`src/rtl/wb_arbiter.sv`:
```
// Writeback arbiter: shares the register-file write port between mem (priority) and ex,
// with a bounded-wait counter for ex and combinational hazard queries for decode.
module wb_arbiter #(
    parameter int STARVE_LIMIT = 3,
    parameter int CNT_W        = 16
) (
    input  logic             clk,
    input  logic             rst,
    input  logic             mem_valid,
    input  logic [4:0]       mem_addr,
    input  logic [31:0]      mem_data,
    output logic             mem_ready,
    input  logic             ex_valid,
    input  logic [4:0]       ex_addr,
    input  logic [31:0]      ex_data,
    output logic             ex_ready,
    output logic [4:0]       wa,
    output logic [31:0]      wn,
    output logic             we,
    input  logic [4:0]       q_addr1,
    output logic             q_hit1,
    input  logic [4:0]       q_addr2,
    output logic             q_hit2,
    output logic [CNT_W-1:0] conflict_cnt
);

    localparam logic [3:0] LIMIT = 4'(STARVE_LIMIT);

    logic [3:0]       wait_cnt_reg;
    logic [4:0]       wa_reg;
    logic [31:0]      wn_reg;
    logic             we_reg;
    logic [CNT_W-1:0] conflict_cnt_reg;

    logic             ex_forced;
    logic             grant_mem;
    logic             grant_ex;
    logic             mem_accept;
    logic             ex_accept;
    logic             both_valid;

    // ex wins a conflict only once it has been refused STARVE_LIMIT cycles in a row
    assign both_valid = mem_valid && ex_valid;
    assign ex_forced  = (wait_cnt_reg == LIMIT);
    assign grant_mem  = rst && mem_valid && !(ex_valid && ex_forced);
    assign grant_ex   = rst && ex_valid && (!mem_valid || ex_forced);

    assign mem_ready  = grant_mem;
    assign ex_ready   = grant_ex;
    assign mem_accept = mem_valid && grant_mem;
    assign ex_accept  = ex_valid && grant_ex;

    always_ff @(posedge clk) begin
        if (!rst) begin
            wait_cnt_reg     <= '0;
            wa_reg           <= '0;
            wn_reg           <= '0;
            we_reg           <= 1'b0;
            conflict_cnt_reg <= '0;
        end else begin
            if (!ex_valid || ex_accept)
                wait_cnt_reg <= '0;
            else if (wait_cnt_reg != LIMIT)
                wait_cnt_reg <= wait_cnt_reg + 4'd1;

            // Writes to x0 are consumed but never enabled onto the port
            if (mem_accept) begin
                wa_reg <= mem_addr;
                wn_reg <= mem_data;
                we_reg <= (mem_addr != 5'd0);
            end else if (ex_accept) begin
                wa_reg <= ex_addr;
                wn_reg <= ex_data;
                we_reg <= (ex_addr != 5'd0);
            end else begin
                we_reg <= 1'b0;
            end

            if (both_valid && (conflict_cnt_reg != {CNT_W{1'b1}}))
                conflict_cnt_reg <= conflict_cnt_reg + 1'b1;
        end
    end

    assign wa           = wa_reg;
    assign wn           = wn_reg;
    assign we           = we_reg;
    assign conflict_cnt = conflict_cnt_reg;

    // The registered output write is left out: the register file forwards it itself
    logic [4:0] q_addr [2];
    logic [1:0] q_hit;

    assign q_addr[0] = q_addr1;
    assign q_addr[1] = q_addr2;

    genvar gi;
    generate
        for (gi = 0; gi < 2; gi++) begin : g_query
            assign q_hit[gi] = (q_addr[gi] != 5'd0) &&
                               ((mem_valid && (mem_addr == q_addr[gi])) ||
                                (ex_valid && (ex_addr == q_addr[gi])));
        end
    endgenerate

    assign q_hit1 = q_hit[0];
    assign q_hit2 = q_hit[1];

endmodule

```
`config.mk`:
```
export PLATFORM = sky130hd
export DESIGN_NAME = wb_arbiter
export DESIGN_NICKNAME = d
export VERILOG_FILES = /design/src/rtl/wb_arbiter.sv
export SDC_FILE = /design/constraint.sdc
export NUM_CORES = 1
export LEC_CHECK = 0
export BUFFER_PORTS_ARGS = -buffer_cell sky130_fd_sc_hd__buf_2
export CELL_PAD_IN_SITES_DETAIL_PLACEMENT = 1
export CELL_PAD_IN_SITES_GLOBAL_PLACEMENT = 1
export CORE_ASPECT_RATIO = 1.25
export CORE_MARGIN = 2
export CORE_UTILIZATION = 33
export CTS_BUF_LIST = sky130_fd_sc_hd__clkbuf_4 sky130_fd_sc_hd__clkbuf_8
export DETAILED_ROUTE_END_ITERATION = 10
export GPL_TIMING_DRIVEN = 0
export PLACE_DENSITY = 0.87
export RECOVER_POWER = 50
export SLEW_MARGIN = 20
export SYNTH_ARGS = -nofsm -noshare
export SYNTH_HDL_FRONTEND = slang
export SYNTH_SLANG_ARGS = --single-unit
```
`constraint.sdc`:
```
create_clock -name clk -period 1.96 [get_ports clk]
set_input_delay 0.196 -clock clk [delete_from_list [all_inputs] [get_ports clk]]
set_output_delay 0.196 -clock clk [all_outputs]
set_load 0.1 [all_outputs]
```
==> run_results.csv <==
group,metric,value,unit
outcome,outcome,"finished with violations",
outcome,violations,"negative setup slack",
place,port_buffers,145,
synth,number_of_enable_type_register_cells_in_the_synthesized_netlist,0,
setup_path,required,1.76,ns
clock_network,max-clock-path-buffers,2,
routing,count_of_unresolved_drc_violations_after_routing,0,
sta,worst_pin_slew,0.631,ns
setup_path,crit_fanout,3,
synth,syn_avg_cell_area,9.51,um2
clock_network,cts.sink_count,58,
power_and_ir_drop,finalPower,3350,uW
place,dpl.cell_count,519,
synth,syn_nets,369,
sta,worst_slew_margin_rel,57.9,%
synth,synth_seq_cells,58,
final_layout,multi_input_area,1380,um2
final_layout,largest_register_ffs,32,
die,num_io_pins,146,
die,die_area,8780,um2
sta,timing.clock.skew,0.00764,ns
synth,synth_async_sr_flop_share,0,%
routing,ant_nets,0,
setup_path,arrival,1.86,ns
clock_network,cts_made_buffers,9,
min_path,hp-class,"in -> reg",
clock_network,worst_setup_hold_path_clk_slew,0.07,ns
clock_network,clock_latency,0.34,ns
sta,grt_setup_unrepaired,"yes",
routing,top_layer,"met4",
synth,yosys_most_used_dff,"sky130_fd_sc_hd__dfxtp_1",
clock_network,cts_tree,"done",
run,timing.max_cap.violations,0,
final_layout,area_growth_syn_to_layout,49.9,%
setup_path,cpPeakStageDelay,0.41,ns
setup_path,setup.worst_path.class,"reg -> out",
clock_network,cts_root_buf,"sky130_fd_sc_hd__clkbuf_8",
sta,timing.final.max_slew_violations,0,
routing,met1Wirelength,3870,um
die,core,7790,um2
sta,finalCriticalPeriod,2.06,ns
place,gp_congestion,0.854,
routing,routed_wirelength,9980,um
place,post-dp-hpwl,7310,um
global_routing,largest_net_degree_at_the_start_of_global_routing,11,
final_layout,share_of_cells_above_drive_strength_1,46.6,%
final_layout,n_antenna_cell,0,
synth,syn-instance-count,279,
clock_network,ctsHtreeMaxLevel,3,
sta,min_period_over_period,105,%
die,floorplan.die.height,104,um
die,die_x_extent,84.2,um
global_routing,grt_antenna_before_repair,0,
setup_path,cp_cell_sequence,"ha_4 > or3b_4 > a211oi_2 > buf_4 > buf_12",
global_routing,grt_use_total,22.7,%
global_routing,global_route.overflow_total,0,
final_layout,finalNonFillerCells,546,
clock_network,postCtsHoldBufs,0,
global_routing,vias_in_the_first_global_route,3221,
synth,synthesis.area,2650,um2
routing,route.detailed.wl_per_inst,18.3,um
power_and_ir_drop,power.density,843,nW/um2
synth,yosysWarningCount,0,
final_layout,nFillCells,969,
setup_path,crit_path_top_delay_cell,"sky130_fd_sc_hd__or3b_4",
routing,via_count,3110,
sta,max_clock_freq,0.486,GHz
routing,met2_wirelength,5230,um
power_and_ir_drop,p_leak,0.00177,uW
final_layout,seq_area,1200,um2
global_routing,first_pass_grt_wire_length,16000,um
final_layout,num-nets-final,537,
synth,synth.yosys.seq_area_share,43.8,%
die,floorplan.rows,36,
setup_path,critPathLaunchType,"flip-flop",
routing,drt_pass1_iterations,9,
sta,hold_ws,0.110,ns
setup_path,worstSetupEndpointType,"primary output",
sta,setup_slack,-0.0972,ns
sta,finalSetupViolations,9,
routing,met3_length,674,um
routing,route.detailed.vias_per_inst,5.70,
sta,finalHoldViolations,0,
routing,initialDrtViolationCount,262,
die,initial_core_util,34.1,%
synth,yosys.cell_types.count,34,
power_and_ir_drop,maximum_vdd_ir_drop,0.456,mV
## repair_timing
item	4_1_cts	5_1_grt
gates cloned	0	1
endpoints found under the setup margin	5	41
buffers inserted	8	3
gates resized for setup	15	9
pin swaps	30	15
## metrics by stage
step / setup TNS, ns / util (%) / worst slack [ns] / cell area, um2
5_1_grt: -2.43 / 51.0 / -0.139 / 3980
4_1_cts: -0.232 / 49.9 / -0.0652 / 3890
6_report: -0.253 / 51.0 / -0.0972 / 3980
2_1_floorplan: -0.0147 / - / -0.0147 / 2700
3_5_place_dp: -0.130 / 45.5 / -0.121 / 3540
3_3_place_gp: -0.0819 / 45.5 / -0.0819 / 3540
## layout make-up
| cell class | instances | area share, % |
|---|---|---|
| inverter | 5 | 0.472 |
| timing repair buffer | 157 | 22.1 |
| clock inverter | 4 | 1.89 |
| sequential | 58 | 30.3 |
| buffer | 19 | 3.87 |
| tap | 95 | 2.99 |
| multi-input combinational | 197 | 34.6 |
| clock buffer | 11 | 3.81 |
## cells in the final DEF (no fill, tap or decap), types with 2 or more instances in the layout
cell | netlist | layout
sky130_fd_sc_hd__a21oi_1 | 15 | 13
sky130_fd_sc_hd__a21oi_2 | 0 | 2
sky130_fd_sc_hd__a222oi_1 | 37 | 37
sky130_fd_sc_hd__a311oi_1 | 2 | 2
sky130_fd_sc_hd__and3_1 | 2 | 2
sky130_fd_sc_hd__and4_1 | 2 | 2
sky130_fd_sc_hd__buf_12 | 0 | 2
sky130_fd_sc_hd__buf_2 | 1 | 143
sky130_fd_sc_hd__buf_4 | 1 | 9
sky130_fd_sc_hd__buf_6 | 7 | 8
sky130_fd_sc_hd__buf_8 | 1 | 4
sky130_fd_sc_hd__bufinv_16 | 0 | 2
sky130_fd_sc_hd__clkbuf_1 | 9 | 9
sky130_fd_sc_hd__clkbuf_8 | 0 | 11
sky130_fd_sc_hd__clkinvlp_4 | 0 | 2
sky130_fd_sc_hd__dfxtp_1 | 58 | 40
sky130_fd_sc_hd__dfxtp_2 | 0 | 10
sky130_fd_sc_hd__dfxtp_4 | 0 | 8
sky130_fd_sc_hd__ha_4 | 0 | 2
sky130_fd_sc_hd__inv_1 | 4 | 4
sky130_fd_sc_hd__nand2_1 | 5 | 5
sky130_fd_sc_hd__nand3_1 | 12 | 12
sky130_fd_sc_hd__nand4_1 | 7 | 7
sky130_fd_sc_hd__nor2_1 | 47 | 47
sky130_fd_sc_hd__nor3_1 | 2 | 2
sky130_fd_sc_hd__nor4_1 | 4 | 4
sky130_fd_sc_hd__o21ai_0 | 5 | 5
sky130_fd_sc_hd__o21ai_1 | 3 | 3
sky130_fd_sc_hd__o31ai_1 | 6 | 6
sky130_fd_sc_hd__or3_1 | 7 | 7
sky130_fd_sc_hd__or4_1 | 9 | 9
sky130_fd_sc_hd__xnor2_1 | 5 | 5
sky130_fd_sc_hd__xor2_1 | 18 | 18
## power by group
part           leakage, uW  switching, uW  internal, uW  total, uW
clock             0.000108            503           778       1280
combinational      0.00118            591           230        821
sequential        0.000485           29.7          1220       1250
## synth_stat cells, drive strengths merged (4+ instances only)
master	count	area, um2
clkbuf	9	33.8
dfxtp	58	1160
a222oi	37	370
nand2	5	18.8
xor2	18	158
nor2	47	176
or3	7	43.8
nand3	12	60.1
nand4	7	43.8
o31ai	6	45.0
or4	9	67.6
o21ai	8	40.0
xnor2	5	43.8
buf	10	106
a21oi	15	75.1
nor4	4	25.0
inv	5	18.8
## routing by layer
metal	up-vias	global-route usage, %
li1	1433	-
met3	15	4.68
met4	0	9.91
met2	143	41.6
met5	-	0
met1	1519	24.8
## worst paths after layout
path,startpoint,to,slack (ns),cells after the start
max,wait_cnt_reg[1],ex_ready,-0.1,5
min,ex_data[2],wn[2],0.11,3
max reg2reg,wait_cnt_reg[1],wn[1],-0.04,7
min reg2reg,wn[10],wn[10],0.50,2
## cell families (layout without fill, tap and decap cells)
kind of cell / Yosys count / after routing / synth area share, %
AND/OR/NAND/NOR: 99 / 99 / 18.7
multiplexers: 1 / 1 / 0.377
XOR/XNOR: 23 / 23 / 7.59
AO/OA/AOI/OAI: 72 / 72 / 22.7
flip-flops: 58 / 58 / 43.8
buffers and inverters: 24 / 196 / 5.99
adder cells (fa/ha/maj): 2 / 2 / 0.943
## critical path, delay by kind of cell, from the launching register on
kind,cells,cell delay (ns)
AOI/OAI and AO/OA,1,0.25
and+or+nand+nor,1,0.41
DFF,1,0.37
buffers and inverters,2,0.36
adders and majority gates,1,0.13
No activity file was read; power rests on OpenSTA's default activity.
